## src/rtl/text_cursor_writer.sv

```systemverilog
// Cursor-driven single-cell writer for a 7x20 character plane; one code per 2 cycles, char_ready low while executing/clearing.
// Define CLEAR_ON_WRAP_EN to blank each newly entered row (CLR_ROW) after a line wrap or LF.
module text_cursor_writer #(
  parameter int ROW_NUMBER  = 7,
  parameter int COL_NUMBER  = 20,
  parameter int ROW_BIT_LEN = 4,
  parameter int COL_BIT_LEN = 6,
  parameter int BLANK_ID    = 129
) (
  input  logic                   clock,
  input  logic                   reset,
  input  logic [7:0]             char_in,
  input  logic                   char_valid,
  output logic                   char_ready,
  output logic [7:0]             wr_data,
  output logic [ROW_BIT_LEN-1:0] wr_row,
  output logic [COL_BIT_LEN-1:0] wr_col,
  output logic                   wr_we,
  output logic                   wr_push_up,
  output logic [ROW_BIT_LEN-1:0] cursor_row,
  output logic [COL_BIT_LEN-1:0] cursor_col,
  output logic                   busy
);

  typedef enum logic [1:0] {
    S_CLR_ALL,
    S_IDLE,
    S_EXEC
`ifdef CLEAR_ON_WRAP_EN
    , S_CLR_ROW
`endif
  } state_t;

`ifdef CLEAR_ON_WRAP_EN
  localparam state_t ROW_ADV_NEXT = S_CLR_ROW;
`else
  localparam state_t ROW_ADV_NEXT = S_IDLE;
`endif

  localparam logic [ROW_BIT_LEN-1:0] LAST_ROW = ROW_BIT_LEN'(ROW_NUMBER - 1);
  localparam logic [COL_BIT_LEN-1:0] LAST_COL = COL_BIT_LEN'(COL_NUMBER - 1);
  localparam logic [7:0]             BLANK    = 8'(BLANK_ID);

  state_t                 r_state, w_state;
  state_t                 r_after_exec, w_after_exec;
  logic                   r_wr_we, w_wr_we;
  logic [7:0]             r_wr_data, w_wr_data;
  logic [ROW_BIT_LEN-1:0] r_wr_row, w_wr_row;
  logic [COL_BIT_LEN-1:0] r_wr_col, w_wr_col;
  logic [ROW_BIT_LEN-1:0] r_cur_row, w_cur_row;
  logic [COL_BIT_LEN-1:0] r_cur_col, w_cur_col;
  logic [ROW_BIT_LEN-1:0] w_adv_row;

  assign w_adv_row = (r_cur_row == LAST_ROW) ? '0 : r_cur_row + 1'b1;

  // wr_* are registered: each edge loads what the upcoming cycle presents to the plane.
  always_comb begin
    w_state      = r_state;
    w_after_exec = r_after_exec;
    w_wr_we      = 1'b0;
    w_wr_data    = BLANK;
    w_wr_row     = r_wr_row;
    w_wr_col     = r_wr_col;
    w_cur_row    = r_cur_row;
    w_cur_col    = r_cur_col;
    case (r_state)
      S_CLR_ALL: begin
        w_wr_we = 1'b1;
        if (!r_wr_we) begin
          w_wr_row = '0;
          w_wr_col = '0;
        end else if (r_wr_row == LAST_ROW && r_wr_col == LAST_COL) begin
          w_wr_we = 1'b0;
          w_state = S_IDLE;
        end else if (r_wr_col == LAST_COL) begin
          w_wr_row = r_wr_row + 1'b1;
          w_wr_col = '0;
        end else begin
          w_wr_col = r_wr_col + 1'b1;
        end
      end
      S_IDLE: begin
        if (char_valid) begin
          w_state      = S_EXEC;
          w_after_exec = S_IDLE;
          case (char_in)
            8'h0D: w_cur_col = '0;
            8'h0A: begin
              w_cur_col    = '0;
              w_cur_row    = w_adv_row;
              w_after_exec = ROW_ADV_NEXT;
            end
            8'h08: begin
              if (r_cur_col != '0) begin
                w_wr_we   = 1'b1;
                w_wr_row  = r_cur_row;
                w_wr_col  = r_cur_col - 1'b1;
                w_cur_col = r_cur_col - 1'b1;
              end else if (r_cur_row != '0) begin
                w_wr_we   = 1'b1;
                w_wr_row  = r_cur_row - 1'b1;
                w_wr_col  = LAST_COL;
                w_cur_row = r_cur_row - 1'b1;
                w_cur_col = LAST_COL;
              end
            end
            8'h0C: begin
              w_cur_row    = '0;
              w_cur_col    = '0;
              w_after_exec = S_CLR_ALL;
            end
            default: begin
              w_wr_we   = 1'b1;
              w_wr_data = char_in;
              w_wr_row  = r_cur_row;
              w_wr_col  = r_cur_col;
              if (r_cur_col == LAST_COL) begin
                w_cur_col    = '0;
                w_cur_row    = w_adv_row;
                w_after_exec = ROW_ADV_NEXT;
              end else begin
                w_cur_col = r_cur_col + 1'b1;
              end
            end
          endcase
        end
      end
      S_EXEC: begin
        w_state = r_after_exec;
        // Both clears start at (cursor_row, 0); a form feed has already homed the cursor.
        if (r_after_exec != S_IDLE) begin
          w_wr_we  = 1'b1;
          w_wr_row = r_cur_row;
          w_wr_col = '0;
        end
      end
`ifdef CLEAR_ON_WRAP_EN
      S_CLR_ROW: begin
        if (r_wr_col == LAST_COL) begin
          w_state = S_IDLE;
        end else begin
          w_wr_we  = 1'b1;
          w_wr_col = r_wr_col + 1'b1;
        end
      end
`endif
      default: w_state = S_CLR_ALL;
    endcase
  end

  always_ff @(posedge clock) begin
    if (reset) begin
      r_state      <= S_CLR_ALL;
      r_after_exec <= S_IDLE;
      r_wr_we      <= 1'b0;
      r_wr_data    <= BLANK;
      r_wr_row     <= '0;
      r_wr_col     <= '0;
      r_cur_row    <= '0;
      r_cur_col    <= '0;
    end else begin
      r_state      <= w_state;
      r_after_exec <= w_after_exec;
      r_wr_we      <= w_wr_we;
      r_wr_data    <= w_wr_data;
      r_wr_row     <= w_wr_row;
      r_wr_col     <= w_wr_col;
      r_cur_row    <= w_cur_row;
      r_cur_col    <= w_cur_col;
    end
  end

  assign char_ready = (r_state == S_IDLE);
`ifdef CLEAR_ON_WRAP_EN
  assign busy       = (r_state == S_CLR_ALL) || (r_state == S_CLR_ROW);
`else
  assign busy       = (r_state == S_CLR_ALL);
`endif
  assign wr_we      = r_wr_we;
  assign wr_data    = r_wr_data;
  assign wr_row     = r_wr_row;
  assign wr_col     = r_wr_col;
  assign wr_push_up = 1'b0;
  assign cursor_row = r_cur_row;
  assign cursor_col = r_cur_col;

endmodule

```

## config.mk

```make
export PLATFORM = sky130hd
export DESIGN_NAME = text_cursor_writer
export DESIGN_NICKNAME = d
export VERILOG_FILES = /design/src/rtl/text_cursor_writer.sv
export SDC_FILE = /design/constraint.sdc
export NUM_CORES = 1
export LEC_CHECK = 0
export CORE_UTILIZATION = 45
export DETAILED_ROUTE_END_ITERATION = 12
export PLACE_DENSITY = 0.72
export SYNTH_ARGS = -nofsm -noshare
export SYNTH_HDL_FRONTEND = slang
export SYNTH_SLANG_ARGS = --single-unit
export TNS_END_PERCENT = 100
```

## constraint.sdc

```tcl
create_clock -name clock -period 1.85 [get_ports clock]
set_input_delay 0.185 -clock clock [delete_from_list [all_inputs] [get_ports clock]]
set_output_delay 0.185 -clock clock [all_outputs]
set_load 0.03 [all_outputs]
```

Yosys cells after proc, flatten, opt, wreduce, memory -nomap -nowiden
Index checks and enable logic that the tools add are counted.
{"block": "totals", "output_inout_bits": 32, "reg_bits": 33, "wordCells": 90}
{"block": "op_classes", "add_sub_neg": 6, "bitwise": 3, "reduce_logical": 14, "eq_ne": 22, "muxes": 37}
{"operator": "$mux 6", "n": 8}
{"operator": "$mux 4", "n": 10}
{"operator": "$eq 8x4->1 const B", "n": 4}
{"operator": "$pmux 6 s2", "n": 2}
{"operator": "$pmux 6 s3", "n": 1}
{"operator": "$pmux 4 s4", "n": 1}
{"operator": "$add 6x1->6 const B", "n": 2}
{"operator": "$eq 6x5->1 const B", "n": 2}
{"operator": "$pmux 4 s3", "n": 1}
{"operator": "$reduce_and 6->1", "n": 2}
{"operator": "$ne 2x2->1 const B", "n": 5}
{"operator": "$add 4x1->4 const B", "n": 2}
{"operator": "$eq 4x3->1 const B", "n": 2}
{"operator": "$pmux 4 s2", "n": 1}
{"operator": "$reduce_bool 4->1", "n": 2}
{"operator": "$mux 1", "n": 7}
{"operator": "$reduce_and 7->1", "n": 1}
{"operator": "$reduce_or 7->1", "n": 1}
{"operator": "$mux 2", "n": 3}
{"operator": "$ne 2x1->1 const B", "n": 3}
{"operator": "$ne 3x3->1 const B", "n": 2}
{"operator": "$pmux 2 s3", "n": 1}
{"operator": "$reduce_and 3->1", "n": 2}
{"operator": "$reduce_bool 6->1", "n": 1}
{"operator": "14 further kinds", "n": 16}

Depth between registers and ports, before layout
{"block": "logic_depth", "word_depth": 6, "ltp_mapped": 8}

Worst setup path after synthesis
No wires, ideal clock.
{"block": "synth_timing", "kind": "reg2reg", "startpoint": "register r_wr_col[0] (netlist: wr_col[0])", "endpoint": "register r_wr_row[2] (netlist: wr_row[2])", "arrival_time_ns": 2.178, "path_stages_with_launch": 7, "setup_time_ns": 0.119, "path_slack_ns": -0.447, "path_cell_list": "dfxtp_1 ha_1 nand4bb_4 or3b_1 a311oi_1 o211ai_1 o221a_1"}
{"block": "synth_via", "elab_chain_cells": 4, "word_cells_on_any_way": 5, "classes_between": "eq/ne: 3; reduce/logical: 2"}
{"element": "from (decl)", "line": "49", "source": "logic [COL_BIT_LEN-1:0] r_wr_col, w_wr_col;"}
{"element": "from (signal assigned)", "line": "167", "source": "r_wr_col <= w_wr_col;"}
{"element": "$eq 6x5->1 (*)", "line": "72, 75"}
{"element": "$logic_and 1x1->1", "line": "72", "source": "end else if (r_wr_row == LAST_ROW && r_wr_col == LAST_COL) begin"}
{"element": "$ne 3x3->1 (no line)"}
{"element": "$reduce_and 7->1 (no line) (*)"}
{"element": "to (signal assigned)", "line": "166", "source": "r_wr_row <= w_wr_row;"}
{"element": "to (decl)", "line": "48", "source": "logic [ROW_BIT_LEN-1:0] r_wr_row, w_wr_row;"}
Mark *: on every way between the ends. The rest lies on a longest branch, timed or not.
A chain may end at the register's enable or synchronous reset.

Final worst setup path
{"block": "layout_timing", "startpoint": "register r_cur_col[4] (netlist: cursor_col[4])", "endpoint": "register r_cur_col[2] (netlist: cursor_col[2])"}
{"block": "layout_via", "elab_chain_cells": 3, "word_cells_on_any_way": 7, "classes_between": "eq/ne: 2; mux: 3; reduce/logical: 2"}
{"element": "from (decl)", "line": "51", "source": "logic [COL_BIT_LEN-1:0] r_cur_col, w_cur_col;"}
{"element": "from (signal assigned)", "line": "169", "source": "r_cur_col <= w_cur_col;"}
{"element": "$eq 6x5->1 / $reduce_bool 6->1 (equally long branches)", "line": "117, 94"}
{"element": "$mux 6, or another cell as far along", "line": "117", "source": "if (r_cur_col == LAST_COL) begin"}
{"element": "$pmux 6 s2 / $reduce_and 3->1 (equally long branches)"}
Several ways; a longest one is shown, not always the timed one.

==> flow_metrics.py <==
metrics = {
    "logic_synthesis": {
        "synth_xor_xnor_area_share_pct": 1.78,
        "yosys-top-cells-area": "dfxtp_1 (26%), ha_1 (8.2%), a21oi_1 (5.1%), nor3_1 (2.6%), inv_1 (2.6%)",
        "async_reset_ff_share_pct": 0,
        "ys_ff_latch": 32,
        "post_synth_and_or_nand_nor_area_fraction_pct": 25.0,
        "yosysWarnings": 0,
        "synth.net_count": 320,
        "synth_cell_types": 71,
        "synth_edf_count": 0,
        "netlist_area_um2": 2460,
        "synthCells": 293,
        "seq_area_frac_synth_pct": 26.1,
        "yosysTopAreaCell": "dfxtp_1",
        "syn-mean-instance-area_um2": 8.38,
        "synth_top_flop_cell": "dfxtp_1",
        "synthAdderAreaFrac_pct": 8.15,
        "synthMuxAreaShare_pct": 0.866,
        "synth_top_family_by_area": "compound AO/OA/AOI/OAI gates",
        "synth_compound_area_share_pct": 30.5,
        "yosysTopAreaCellShare_pct": 26.1,
    },
    "setup_path": {
        "cp.arrival_ns": 2.13,
        "start_kind": "register",
        "max_stage_delay_ns": 0.55,
        "cp.required_ns": 2.04,
        "crit_chain": "or4_4 > buf_4 > o211ai_4 > buf_6 > o221ai_1 > a32o_1",
        "worst_setup_path_end_kind": "register",
        "cp_num_buf_inv": 2,
        "criticalPathCategory": "register to register",
        "critical_path.max_fanout": 6,
        "critPathSlowestCell": "or4_4",
        "critPathTopFamily": "compound AO/OA/AOI/OAI gates",
    },
    "place": {
        "post-place-ws_ns": -0.650,
        "place.gp.congestion": 0.940,
        "dpl.cell_count": 471,
        "dp_hpwl_mm": 6.06,
        "io_buffers": 41,
    },
    "timing": {
        "slew_headroom_pct": 65.8,
        "setup_slack_ns": -0.0945,
        "max_freq_mhz": 514,
        "finalCritPeriodShare_pct": 105,
        "holdWs_ns": 0.265,
        "fin_setup_tns_ns": -0.627,
        "finalMaxSlewViolations": 0,
        "setup_violations": 14,
        "post-route-min-period_ns": 1.94,
        "fin_skew_ns": 0.0102,
        "hold_viol_final": 0,
        "tightest_slew_ns": 0.510,
        "rsz0062_at_grt": "true",
    },
    "route": {
        "routedWlPerCell_um": 20.2,
        "first_iter_violations": 372,
        "vias": 3189,
        "drc_errors": 0,
        "drt-pass1-iter-count": 8,
        "ant_nets": 0,
        "drt_wl_total_mm": 9.94,
        "via_per_inst": 6.47,
    },
    "finish": {
        "post-route-util_pct": 80.9,
        "drive_gt1_share_pct": 47.0,
        "instances_no_fill": 493,
        "n_antenna_cell": 0,
        "syn_to_final_growth_pct": 70.3,
        "fillers": 309,
        "layout.nets": 449,
    },
    "power_and_ir_drop": {
        "p_leak_nw": 1.64,
        "ir_drop_v": 0.00109,
        "power.density_nw_per_um2": 986,
    },
    "global_route": {
        "grt_start_max_net_pins": 13,
        "grt_use_total_pct": 30.1,
        "grt_overflow": 0,
        "grt_pass1_wl_mm": 12.9,
        "grt_pass1_vias": 2707,
        "grt_antenna_before_repair": 0,
    },
    "clocking": {
        "clkTransAtPathRegs_ns": 0.07,
        "clock_latency_ns": 0.30,
        "numCtsBuffers": 5,
        "cts_buffer_depth": 2,
        "clock-sinks": 32,
        "cts_tree": "yes",
        "cts_max_level": 2,
        "cts_root_buf": "clkbuf_8",
    },
    "floorplanning": {
        "pin_count": 43,
        "fp.dieH_um": 75.9,
        "rows": 26,
        "core_um2": 5170,
        "dieArea_um2": 5760,
        "die_w_um": 75.9,
        "initial_core_util_pct": 47.5,
    },
    "min_path": {
        "holdCritPathClass": "input port to register",
    },
    "outcome": {
        "status": "finished with violations",
        "violations": "setup timing",
    },
    "flow_run": {
        "drv_cap": 0,
    },
}
-- final timing paths --
check	start	endpoint	slack [ns]	depth (start not counted)
max	cursor_col[4]	cursor_col[2]	-0.09	6
min	char_in[3]	wr_data[3]	0.26	2
max reg2reg	cursor_col[4]	cursor_col[2]	-0.09	6
min reg2reg	r_after_exec[0]	r_after_exec[0]	0.63	2
-- cell usage after synthesis (all sizes together) (5+ instances only) --
master and instances:
a211oi 6, a21oi 26, a31oi 7, and2 9, and3 5, buf 10, clkbuf 10, dfxtp 32
ha 16, inv 17, nand2 14, nand3 9, nor2 15, nor3 13, nor4 7, o211ai 5
o21ai 10, o311ai 5, o41ai 6, xnor2 5
-- final cells by class --
cell class	count	area, um2	share of cell area [%]
repair buffers	142	1200	28.8
inverters	18	73.8	1.76
flip-flops and latches	32	671	16.0
clock buffers	6	82.6	1.97
clock inverters	2	10.0	0.239
well taps	70	87.6	2.09
multi-input cells	223	2050	49.1
-- report_power, final --
| group | switching, mW | total, mW | internal, mW |
|---|---|---|---|
| Combinational | 1.44 | 2.63 | 1.19 |
| Sequential | 0.0926 | 0.902 | 0.810 |
| Clock | 0.299 | 0.596 | 0.297 |
| Total | 1.83 | 4.13 | 2.29 |
-- flip-flops by register name, summed over array words and instances (netlist names) --
signal and flops:
wr_data 8, cursor_col 6, wr_col 6, cursor_row 4
wr_row 4, r_state 2, r_after_exec 1, wr_we 1
-- routing by layer --
layer / GRT usage (%) / part of all wire [%] / vias to the layer above
li1: - / - / 1386
met3: 5.03 / 7.8 / 73
met2: 50.4 / 48 / 220
met1: 36.3 / 38 / 1510
met4: 17.5 / 6.4 / 0
met5: 0 / 0 / -
-- stage by stage --
stage / cell area, um2 / power (mW)
floorplan: 2590 / 2.19
global placement: 3590 / 3.00
detailed placement: 3590 / 3.03
CTS: 3810 / 3.68
global route: 4180 / 4.33
finish: 4180 / 4.13
-- cell usage in the layout, fill, tap and decap left out, types with 7 or more instances in the layout --
cell             netlist  final
a21oi_1               25     20
a31oi_1                7      7
and2_1                 6      7
buf_4                  2     89
buf_6                  4     11
clkdlybuf4s50_1        0     30
dfxtp_1               32     20
dlygate4sd2_1          0      8
ha_1                  16     10
inv_1                 17     12
nand2_1               14     13
nand3_1                9      9
nor2_1                15     13
nor3_1                13     10
-- logic make-up (layout without fill, tap and decap cells) --
logic type | Yosys count | count (layout)
XOR/XNOR | 5 | 5
other | 1 | 1
AND/OR/NAND/NOR | 98 | 98
flip-flops | 32 | 32
AO/OA/AOI/OAI | 101 | 101
adder cells (fa/ha/maj) | 16 | 16
multiplexers | 2 | 2
buffers and inverters | 38 | 168
-- what timing repair did --
| item | CTS | global route |
|---|---|---|
| pin swaps | 12 | 24 |
| setup buffers | 4 | 10 |
| resized for setup | 31 | 68 |
| hold buffers | 0 | 0 |
| setup endpoints to repair | 23 | 22 |
| endpoints found under the hold margin | 0 | 0 |
Note: power is estimated with default switching activity, not from simulation.
